$ cat src/rtl/note_sequencer_pkg.sv
// Shared constants, song ROM entry layout and FSM state encoding for the note sequencer.
package note_sequencer_pkg;

    localparam logic [2:0] MODE_MANUAL = 3'b001;
    localparam logic [2:0] MODE_AUTO   = 3'b011;
    localparam logic [2:0] MODE_LEARN  = 3'b111;

    localparam logic [4:0] NOTE_SILENT = 5'd0;
    localparam logic [4:0] NOTE_MAX    = 5'd21;
    localparam logic [4:0] NOTE_END    = 5'd31;

    localparam int ENTRY_W  = 8;
    localparam int NOTE_MSB = 7;
    localparam int NOTE_LSB = 3;
    localparam int DUR_MSB  = 2;
    localparam int DUR_LSB  = 0;

    // state   | meaning
    // S_IDLE  | waiting for start in auto mode
    // S_FETCH | song ROM address presented, read in flight
    // S_LOAD  | ROM entry valid: end marker or note/duration latch
    // S_PLAY  | note sounding for dur+1 ticks
    // S_GAP   | silent ticks between notes
    // S_DONE  | one-cycle done pulse before returning to idle
    typedef enum logic [2:0] {
        S_IDLE  = 3'd0,
        S_FETCH = 3'd1,
        S_LOAD  = 3'd2,
        S_PLAY  = 3'd3,
        S_GAP   = 3'd4,
        S_DONE  = 3'd5
    } seq_state_e;

    function automatic logic [ENTRY_W-1:0] rom_entry(input logic [4:0] note, input logic [2:0] dur);
        return {note, dur};
    endfunction

endpackage

$ cat src/rtl/note_sequencer_song_rom.sv
// Song table: {song, addr} -> {note, dur} entry with a one-cycle registered read.
module note_sequencer_song_rom
    import note_sequencer_pkg::*;
#(
    parameter int ADDR_W = 6
) (
    input  logic                i_clk,
    input  logic [1:0]          i_song,
    input  logic [ADDR_W-1:0]   i_addr,
    output logic [ENTRY_W-1:0]  o_entry
);

    logic [ENTRY_W-1:0] w_entry;
    logic [ENTRY_W-1:0] r_entry;

    always_comb begin
        w_entry = rom_entry(NOTE_END, 3'd0);
        case (i_song)
            2'd0: begin
                case (i_addr)
                    ADDR_W'(0): w_entry = rom_entry(5'd8, 3'd1);
                    ADDR_W'(1): w_entry = rom_entry(5'd10, 3'd0);
                    default:    w_entry = rom_entry(NOTE_END, 3'd0);
                endcase
            end
            2'd1: begin
                case (i_addr)
                    ADDR_W'(0): w_entry = rom_entry(5'd1, 3'd0);
                    ADDR_W'(1): w_entry = rom_entry(5'd5, 3'd1);
                    ADDR_W'(2): w_entry = rom_entry(5'd8, 3'd2);
                    default:    w_entry = rom_entry(NOTE_END, 3'd0);
                endcase
            end
            2'd2: begin
                case (i_addr)
                    ADDR_W'(0): w_entry = rom_entry(5'd15, 3'd7);
                    default:    w_entry = rom_entry(NOTE_END, 3'd0);
                endcase
            end
            // Song 3 never hits the end marker, so it ends by address wrap.
            default: w_entry = rom_entry(5'd1, 3'd0);
        endcase
    end

    always_ff @(posedge i_clk) begin
        r_entry <= w_entry;
    end

    assign o_entry = r_entry;

endmodule

$ cat src/rtl/note_sequencer.sv
// Auto-play song sequencer and buzzer note mux (auto / manual / silent).
// SONG_LOOP_EN: when defined, a natural song end restarts the song instead of returning to idle.
module note_sequencer
    import note_sequencer_pkg::*;
#(
    parameter int TICK_CYCLES = 6_250_000,
    parameter int GAP_TICKS   = 1,
    parameter int ADDR_W      = 6
) (
    input  logic        i_clk,
    input  logic        i_rst,
    input  logic [2:0]  i_mode,
    input  logic [4:0]  i_manual_note,
    input  logic [1:0]  i_song_sel,
    input  logic        i_start,
    input  logic        i_pause,
    output logic [4:0]  o_note,
    output logic        o_busy,
    output logic        o_done
);

    localparam int            TW        = $clog2(TICK_CYCLES + 1);
    localparam logic [TW-1:0] TICK_LAST = TW'(TICK_CYCLES - 1);

    seq_state_e          r_state, w_state_nxt;
    logic [1:0]          r_song, w_song_nxt;
    logic [ADDR_W-1:0]   r_addr, w_addr_nxt;
    logic [4:0]          r_play_note, w_play_note_nxt;
    logic [3:0]          r_remain, w_remain_nxt;
    logic [7:0]          r_gap_cnt, w_gap_nxt;
    logic [TW-1:0]       r_tick_cnt, w_tick_nxt;
    logic [4:0]          r_note;
    logic                r_done;

    logic [ENTRY_W-1:0]  w_rom_entry;
    logic                w_run;
    logic                w_tick;
    logic                w_advance;
    logic                w_end_evt;
    logic                w_done_nxt;

    note_sequencer_song_rom #(.ADDR_W(ADDR_W)) u_song_rom (
        .i_clk   (i_clk),
        .i_song  (r_song),
        .i_addr  (r_addr),
        .o_entry (w_rom_entry)
    );

    assign w_run  = ((r_state == S_PLAY) || (r_state == S_GAP)) && !i_pause;
    assign w_tick = w_run && (r_tick_cnt == TICK_LAST);

    always_comb begin
        w_state_nxt     = r_state;
        w_song_nxt      = r_song;
        w_addr_nxt      = r_addr;
        w_play_note_nxt = r_play_note;
        w_remain_nxt    = r_remain;
        w_gap_nxt       = r_gap_cnt;
        w_tick_nxt      = r_tick_cnt;
        w_advance       = 1'b0;
        w_end_evt       = 1'b0;

        if (w_run) begin
            w_tick_nxt = w_tick ? '0 : r_tick_cnt + 1'b1;
        end

        case (r_state)
            S_IDLE: begin
                w_tick_nxt = '0;
                if (i_start && (i_mode == MODE_AUTO)) begin
                    w_song_nxt  = i_song_sel;
                    w_addr_nxt  = '0;
                    w_state_nxt = S_FETCH;
                end
            end
            S_FETCH: begin
                if (!i_pause) begin
                    w_state_nxt = S_LOAD;
                end
            end
            S_LOAD: begin
                if (!i_pause) begin
                    if (w_rom_entry[NOTE_MSB:NOTE_LSB] == NOTE_END) begin
                        w_end_evt = 1'b1;
                    end else begin
                        w_play_note_nxt = w_rom_entry[NOTE_MSB:NOTE_LSB];
                        w_remain_nxt    = {1'b0, w_rom_entry[DUR_MSB:DUR_LSB]} + 4'd1;
                        w_tick_nxt      = '0;
                        w_state_nxt     = S_PLAY;
                    end
                end
            end
            S_PLAY: begin
                if (w_tick) begin
                    w_remain_nxt = r_remain - 4'd1;
                    if (r_remain == 4'd1) begin
                        if (GAP_TICKS > 0) begin
                            w_gap_nxt   = GAP_TICKS[7:0];
                            w_state_nxt = S_GAP;
                        end else begin
                            w_advance = 1'b1;
                        end
                    end
                end
            end
            S_GAP: begin
                if (w_tick) begin
                    w_gap_nxt = r_gap_cnt - 8'd1;
                    if (r_gap_cnt == 8'd1) begin
                        w_advance = 1'b1;
                    end
                end
            end
            S_DONE: begin
                w_state_nxt = S_IDLE;
            end
            default: begin
                w_state_nxt = S_IDLE;
            end
        endcase

        if (w_advance) begin
            if (r_addr == '1) begin
                w_end_evt = 1'b1;
            end else begin
                w_addr_nxt  = r_addr + 1'b1;
                w_state_nxt = S_FETCH;
            end
        end

        if (w_end_evt) begin
`ifdef SONG_LOOP_EN
            w_addr_nxt  = '0;
            w_state_nxt = S_FETCH;
`else
            w_state_nxt = S_DONE;
`endif
        end

        // Leaving auto mode cancels playback outright; a coincident song end gives no done.
        if ((r_state != S_IDLE) && (i_mode != MODE_AUTO)) begin
            w_state_nxt = S_IDLE;
        end
    end

    assign w_done_nxt = w_end_evt && (i_mode == MODE_AUTO);

    always_ff @(posedge i_clk) begin
        if (i_rst) begin
            r_state     <= S_IDLE;
            r_song      <= 2'd0;
            r_addr      <= '0;
            r_play_note <= NOTE_SILENT;
            r_remain    <= 4'd0;
            r_gap_cnt   <= 8'd0;
            r_tick_cnt  <= '0;
            r_done      <= 1'b0;
        end else begin
            r_state     <= w_state_nxt;
            r_song      <= w_song_nxt;
            r_addr      <= w_addr_nxt;
            r_play_note <= w_play_note_nxt;
            r_remain    <= w_remain_nxt;
            r_gap_cnt   <= w_gap_nxt;
            r_tick_cnt  <= w_tick_nxt;
            r_done      <= w_done_nxt;
        end
    end

    always_ff @(posedge i_clk) begin
        if (i_rst) begin
            r_note <= NOTE_SILENT;
        end else begin
            case (i_mode)
                MODE_MANUAL: r_note <= (i_manual_note > NOTE_MAX) ? NOTE_SILENT : i_manual_note;
                MODE_AUTO:   r_note <= ((r_state == S_PLAY) && !i_pause) ? r_play_note : NOTE_SILENT;
                MODE_LEARN:  r_note <= NOTE_SILENT;
                default:     r_note <= NOTE_SILENT;
            endcase
        end
    end

    assign o_note = r_note;
    assign o_busy = (r_state != S_IDLE);
    assign o_done = r_done;

endmodule

$ cat config.mk
export PLATFORM = sky130hd
export DESIGN_NAME = note_sequencer
export DESIGN_NICKNAME = d
export VERILOG_FILES = /design/src/rtl/note_sequencer_pkg.sv /design/src/rtl/note_sequencer_song_rom.sv /design/src/rtl/note_sequencer.sv
export SDC_FILE = /design/constraint.sdc
export NUM_CORES = 1
export LEC_CHECK = 0
export ABC_CLOCK_PERIOD_IN_PS = 2000
export BUFFER_PORTS_ARGS = -buffer_cell sky130_fd_sc_hd__buf_2
export CORE_ASPECT_RATIO = 1.5
export CORE_MARGIN = 2
export CORE_UTILIZATION = 39
export DETAILED_ROUTE_END_ITERATION = 10
export PLACE_DENSITY = 0.61
export SETUP_SLACK_MARGIN = 0.1
export SLEW_MARGIN = 20
export SYNTH_ARGS = -nofsm -noshare
export SYNTH_HDL_FRONTEND = slang
export SYNTH_HIERARCHICAL = 1
export SYNTH_SLANG_ARGS = --single-unit
$ cat constraint.sdc
create_clock -name i_clk -period 2 [get_ports i_clk]
set_input_delay 0.1 -clock i_clk [delete_from_list [all_inputs] [get_ports i_clk]]
set_output_delay 0.1 -clock i_clk [all_outputs]
set_load 0.1 [all_outputs]
==> metrics.cfg, run 1 <==
[timing]
setup_ws_ns = -0.00774
finalSetupViolCount = 1
tns_ns = -0.00774
tightest_slew_ns = 0.521
period_share_pct = 100
slew_viol_final = 0
rsz0062_at_grt = yes
period_minus_slack_ns = 2.01
relSlewSlack_pct = 64.9
worst_clock_skew_ns = 0.00684
hold_ws_ns = 0.00394
max_freq_ghz = 0.498
finalHoldViolCount = 0

[route]
wl_met3_um = 235
wl_met1_um = 3570
highest_layer = met4
dr.pass1.iters = 4
detail_route.iter0.violations = 178
drc_errors = 0
wl_met2_um = 4920
viasPerCell = 5.45
via_count = 3158
wl_per_cell_um = 15.6
ant_nets = 0
routed_wl_um = 9050

[finish]
diodes = 0
fillerInstances = 768
final_nets = 488
drive_above_1_share_pct = 29.7
synthToLayoutAreaGrowth_pct = 33.7

[setup_path]
critPathKind = flip-flop to flip-flop
crit_required_ns = 2.28
start_kind = flip-flop
cp-end-kind = flip-flop
path_max_fanout = 2
critPathArrivalTime_ns = 2.28

[hold_path]
min_path_type = input pin to flip-flop

[synth]
synth-seq-cells = 65
synth_cells = 401
synth_area_per_cell_um2 = 8.48
syn_nets = 422
ys_top_cells_by_count = dfxtp_1, nor2_1, nand2_1
synth-edff-count = 0
synth_most_common_cell = dfxtp_1
syn_area_um2 = 3400
synth_cell_type_count = 63
synth_area_leaders = dfxtp_1, xnor2_1, nor2_1
synth_top_flop_cell = dfxtp_1
synth_top_area_share_pct = 38.3
synth_area_leader_cell = dfxtp_1
yosys_warnings = 6
async_reset_ff_share_pct = 0
ys_seq_area_share_pct = 38.3

[floorplanning]
die_w_um = 80.2
io_pins = 21
placement_rows = 41
die_area_um2 = 9500
initial_utilization_pct = 40.2
die_h_um = 118
core_region_area_um2 = 8460

[global_routing]
grt_max_degree = 23
grt_usage_pct = 19.4
grt-ovfl-total = 0
grt_first_pass_wirelength_um = 14300
antenna_found_initial = 0
grt_pass1_vias = 3066

[clocking]
cts.path.max_buffers = 2
clock_sinks = 65
clkTransAtPathRegs_ns = 0.06
tritoncts = built
numCtsBuffers = 9
h-tree-depth = 3
cts_root_buf = clkbuf_16
clk_latency_ns = 0.34

[power]
leakagePower_uw = 0.00162
powerDensity_nw_per_um2 = 670
irDropWorstVdd_mv = 0.451

[place]
dp_slack_ns = -0.0224
dpl.hpwl_um = 6300
gp_congestion = 0.794
numPortBuffers = 20

[flow_run]
drv_cap = 0

[run_status]
violations = negative setup slack
status = finished with violations

## layer usage
metal | vias up | track usage (%)
li1 | 1578 | -
met1 | 1501 | 20.6
met2 | 55 | 34.5
met3 | 24 | 2.82
met4 | 0 | 12.8
met5 | - | 0
## path summary, 6_finish.rpt
check	cells past startpoint	startpoint	slack, ns	end
max	7	r_remain[1]	-0.008	r_gap_cnt[5]
min	3	i_song_sel[0]	0.004	r_song[0]
max reg2reg	7	r_remain[1]	-0.008	r_gap_cnt[5]
min reg2reg	2	r_play_note[4]	0.46	r_play_note[4]
## power breakdown
| group | leakage [µW] | internal, µW | switching, µW |
|---|---|---|---|
| registers | 0.000528 | 1310 | 12.8 |
| clock network | 0.000141 | 999 | 609 |
| logic | 0.000948 | 48.9 | 72.8 |
## flip-flops by register name (all words and copies together) (netlist names)
| name | count |
|---|---|
| r_state | 3 |
| r_addr | 6 |
| r_gap_cnt | 8 |
| o_done | 1 |
| r_tick_cnt | 23 |
| r_song | 2 |
| o_note | 5 |
| u_song_rom/o_entry | 8 |
| r_play_note | 5 |
| r_remain | 4 |
## stage by stage
stage	util [%]	area (µm²)	total power (µW)	cells
after floorplan	-	3440	1420	401
after global placement	46.0	3890	1450	549
after detailed placement	46.0	3890	1460	549
after CTS	50.3	4260	3060	569
after global routing	53.7	4550	3140	579
final	53.7	4550	3050	579
## placed cells by master, fill, tap and decap left out, types with 4 or more instances in the layout
| cell type | n |
|---|---|
| dlygate4sd3_1 | 4 |
| ha_1 | 6 |
| a21o_1 | 4 |
| and4_1 | 4 |
| nor4_4 | 4 |
| xor2_1 | 6 |
| nor4_2 | 6 |
| buf_6 | 6 |
| nand4_1 | 10 |
| buf_4 | 43 |
| inv_1 | 10 |
| nand3b_1 | 8 |
| a21oi_1 | 20 |
| dfxtp_1 | 58 |
| clkbuf_16 | 9 |
| nand2_1 | 36 |
| nor3b_1 | 4 |
| nor3_1 | 15 |
| o21ai_0 | 10 |
| and3_1 | 6 |
| nor2_1 | 50 |
| nor2b_1 | 4 |
| buf_2 | 20 |
| nand3_1 | 15 |
| dfxtp_2 | 5 |
| xnor2_1 | 21 |
## critical path, cell delays in order (launching register included)
cell,delay (ns)
dfxtp_2,0.32
inv_2,0.06
ha_4,0.12
or3b_4,0.37
o21a_4,0.20
or4_4,0.41
or3_1,0.33
a21oi_1,0.13
## layout make-up
class | count | area [µm²] | share of cell area (%)
Multi-Input combinational cell | 302 | 2150 | 47.4
Clock buffer | 10 | 239 | 5.25
Timing Repair Buffer | 76 | 591 | 13.0
Tap cell | 107 | 134 | 2.94
Clock inverter | 6 | 66.3 | 1.46
Sequential cell | 65 | 1320 | 28.9
Inverter | 13 | 48.8 | 1.07
## kinds of logic (layout without fill, tap and decap cells)
logic type / after synthesis / after routing / share of synthesized area, %
simple gates: 199 / 199 / 32.3
compound gates: 66 / 66 / 14.2
flops: 65 / 65 / 38.3
buf+inv: 34 / 105 / 4.86
xor+xnor: 28 / 28 / 7.21
fa+ha+maj: 7 / 7 / 2.58
mux: 2 / 2 / 0.589
## what timing repair did
action | in CTS | in global routing
cloned | 0 | 0
buffers inserted | 0 | 10
pin swaps | 1 | 16
hold buffers | 4 | 0
setup endpoints to repair | 16 | 28
gates resized for setup | 7 | 45
endpoints found under the hold margin | 4 | 0
(Power assumes the default switching activity.)
==> inputs of run 2 (changes only) <==
--- a/config.mk
+++ b/config.mk
@@ -7,6 +7,7 @@
 export LEC_CHECK = 0
 export ABC_CLOCK_PERIOD_IN_PS = 2000
 export BUFFER_PORTS_ARGS = -buffer_cell sky130_fd_sc_hd__buf_2
+export CAP_MARGIN = 20
 export CORE_ASPECT_RATIO = 1.5
 export CORE_MARGIN = 2
 export CORE_UTILIZATION = 39
@@ -16,5 +17,4 @@
 export SLEW_MARGIN = 20
 export SYNTH_ARGS = -nofsm -noshare
 export SYNTH_HDL_FRONTEND = slang
-export SYNTH_HIERARCHICAL = 1
 export SYNTH_SLANG_ARGS = --single-unit
==> run 2 against run 1 <==
The flow now finishes without violations. Register-to-register slack better by 0.08 ns. Total power shrank 5.0%. Worst hold slack improved by 0.013 ns. Setup slack improved by 0.077 ns. Clock skew decreased by 0.0032 ns. Critical path depth down 1. Sequential power hardly changed. Cell count increased by 4.5%. Synthesized cell count up 0.50%. Flip-flop and latch count unchanged. Maximum frequency grew 4.0%. Non-clock buffer count is 20 higher. Critical path type unchanged. Critical endpoint is now r_addr[0]. Largest cell class unchanged. Largest power group unchanged.
==> metrics.cfg, run 2 <==
[synth]
ys_top_cells_by_count = dfxtp_1, nor2_1, a21oi_1, nand2_1  ; was dfxtp_1, nor2_1, nand2_1
synth_cell_type_count = 65  ; was 63
synth-seq-cells = 65  ; unchanged
syn_area_um2 = 3370  ; was 3400 µm²
syn_nets = 427  ; was 422
synth_cells = 403  ; was 401
synth_most_common_cell = dfxtp_1  ; unchanged
yosys_warnings = 0  ; was 6
ys_seq_area_share_pct = 38.6  ; was 38.3%
synth_top_area_share_pct = 38.6  ; was 38.3%
synth_area_leaders = dfxtp_1, nor2_1, xnor2_1  ; was dfxtp_1, xnor2_1, nor2_1
synth_area_per_cell_um2 = 8.36  ; was 8.48 µm²
synth_area_leader_cell = dfxtp_1  ; unchanged
synth_top_flop_cell = dfxtp_1  ; unchanged
async_reset_ff_share_pct = 0  ; unchanged
synth-edff-count = 0  ; unchanged

[route]
viasPerCell = 5.44  ; was 5.45
dr.pass1.iters = 4  ; unchanged
detail_route.iter0.violations = 162  ; was 178
via_count = 3290  ; was 3158
routed_wl_um = 9140  ; was 9050 µm
drc_errors = 0  ; unchanged
ant_nets = 0  ; unchanged
wl_per_cell_um = 15.1  ; was 15.6 µm

[timing]
tightest_slew_ns = 0.646  ; was 0.521 ns
tns_ns = 0  ; was -0.00774 ns
max_freq_ghz = 0.518  ; was 0.498 GHz
period_share_pct = 96.6  ; was 100%
finalSetupViolCount = 0  ; was 1
slew_viol_final = 0  ; unchanged
rsz0062_at_grt = yes  ; unchanged
worst_clock_skew_ns = 0.00362  ; was 0.00684 ns
setup_ws_ns = 0.0689  ; was -0.00774 ns
period_minus_slack_ns = 1.93  ; was 2.01 ns
finalHoldViolCount = 0  ; unchanged
relSlewSlack_pct = 56.5  ; was 64.9%

[finish]
final_cell_mix = buf_4, dfxtp_1, nor2_1  ; was dfxtp_1, nor2_1, buf_4
top_register = r_tick_cnt  ; unchanged
drive_above_1_share_pct = 33.1  ; was 29.7%
largest_reg_flops = 23  ; unchanged
synthToLayoutAreaGrowth_pct = 37.4  ; was 33.7%
diodes = 0  ; unchanged
final_nets = 518  ; was 488
final_common_cell = buf_4  ; was dfxtp_1
fillerInstances = 801  ; was 768

[power]
irDropWorstVdd_mv = 0.487  ; was 0.451 mV
leakagePower_uw = 0.00179  ; was 0.00162 µW
powerDensity_nw_per_um2 = 626  ; was 670 nW/µm²

[clocking]
h-tree-depth = 3  ; unchanged
clkTransAtPathRegs_ns = 0.05  ; was 0.06 ns
clock_sinks = 65  ; unchanged
clk_latency_ns = 0.33  ; was 0.34 ns
cts.path.max_buffers = 2  ; unchanged
tritoncts = built  ; unchanged
cts_root_buf = clkbuf_16  ; unchanged
numCtsBuffers = 9  ; unchanged

[place]
dpl.hpwl_um = 6500  ; was 6300 µm
numPortBuffers = 20  ; unchanged
dp_slack_ns = -0.0568  ; was -0.0224 ns
gp_congestion = 0.840  ; was 0.794

[floorplanning]
placement_rows = 41  ; unchanged
initial_utilization_pct = 40.0  ; was 40.2%
die_w_um = 79.9  ; was 80.2 µm
core_region_area_um2 = 8410  ; was 8460 µm²
die_h_um = 118  ; about the same
io_pins = 21  ; unchanged
die_area_um2 = 9410  ; was 9500 µm²

[global_routing]
antenna_found_initial = 0  ; unchanged
grt_first_pass_wirelength_um = 15000  ; was 14300 µm
grt-ovfl-total = 0  ; unchanged
grt_pass1_vias = 3349  ; was 3066
grt_max_degree = 24  ; was 23
grt_usage_pct = 20.3  ; was 19.4%

[hold_path]
hold_depth = 3  ; unchanged
min_path_type = input pin to flip-flop  ; unchanged

[setup_path]
rr_worst_depth = 6  ; was 7
critPathArrivalTime_ns = 2.17  ; was 2.28 ns
cp-end-kind = flip-flop  ; unchanged
crit_required_ns = 2.24  ; was 2.28 ns
path_max_fanout = 4  ; was 2
critPathKind = flip-flop to flip-flop  ; unchanged
start_kind = flip-flop  ; unchanged

[run_status]
status = completed  ; was finished with violations

[flow_run]
drv_cap = 0  ; unchanged

-- run 2: cells by family after synthesis --
| family | count (synthesis) | synth area share [%] |
|---|---|---|
| compound gates | 74 | 14.0 |
| xor+xnor | 25 | 6.50 |
| fa+ha+maj | 11 | 4.01 |
| buf+inv | 32 | 4.23 |
| flops | 65 | 38.6 |
| mux | 8 | 2.41 |
| simple gates | 188 | 30.2 |
-- run 2: cell type report --
cell class	instances	area [µm²]	share of cell area (%)
multi-input combinational	306	2140	46.2
sequential	65	1320	28.5
timing repair buffer	96	693	15.0
clock buffer	13	270	5.84
tap	107	134	2.89
inverter	16	60.1	1.30
clock inverter	2	12.5	0.270
-- run 2: per-stage QoR --
step                power (µW)  hold WS (ns)  instances  cell area [µm²]  utilization (%)
finish                    2900        0.0173        605             4630             55.0
global route              3000        0.0580        605             4630             55.0
CTS                       2930        0.0226        597             4490             53.4
detailed placement        1440         0.340        573             4010             47.7
global placement          1440         0.330        573             4010             47.7
floorplan                 1400         0.244        403             3420                -
-- run 2: routing by layer --
metal  global-route usage, %  wire length (µm)  up-vias
li1                        -                 -     1632
met1                    20.7              3550     1567
met2                    36.9              5000       68
met3                    2.99               249       23
met4                    13.1               348        0
met5                       0                 0        -
-- run 2: final timing paths --
path | endpoint | startpoint | slack, ns
worst max register to register | r_addr[0] | r_tick_cnt[0] | 0.07
worst max-delay path | r_addr[0] | r_tick_cnt[0] | 0.07
worst min-delay path | r_song[1] | i_song_sel[1] | 0.02
worst min register to register | o_note[3] | r_play_note[3] | 0.49
-- run 2: critical path, stage by stage, from the launching register on --
cell	delay, ns
dfxtp_4	0.35
ha_4	0.14
nand4_4	0.09
or3_4	0.35
or4_4	0.49
or3_1	0.33
o31ai_1	0.08
-- run 2: timing repair --
action | in CTS | in global routing
pin swaps | 11 | 13
resized for setup | 31 | 24
endpoints found under the setup margin | 15 | 30
hold buffers | 1 | 0
buffers inserted | 8 | 8
hold endpoints to repair | 1 | 0
-- run 2: power by group --
part / switching [µW] / leakage (µW) / internal [µW] / total [µW]
logic: 72.7 / 0.00112 / 41.9 / 115
registers: 7.13 / 0.000529 / 1300 / 1310
clock network: 543 / 0.000138 / 930 / 1470
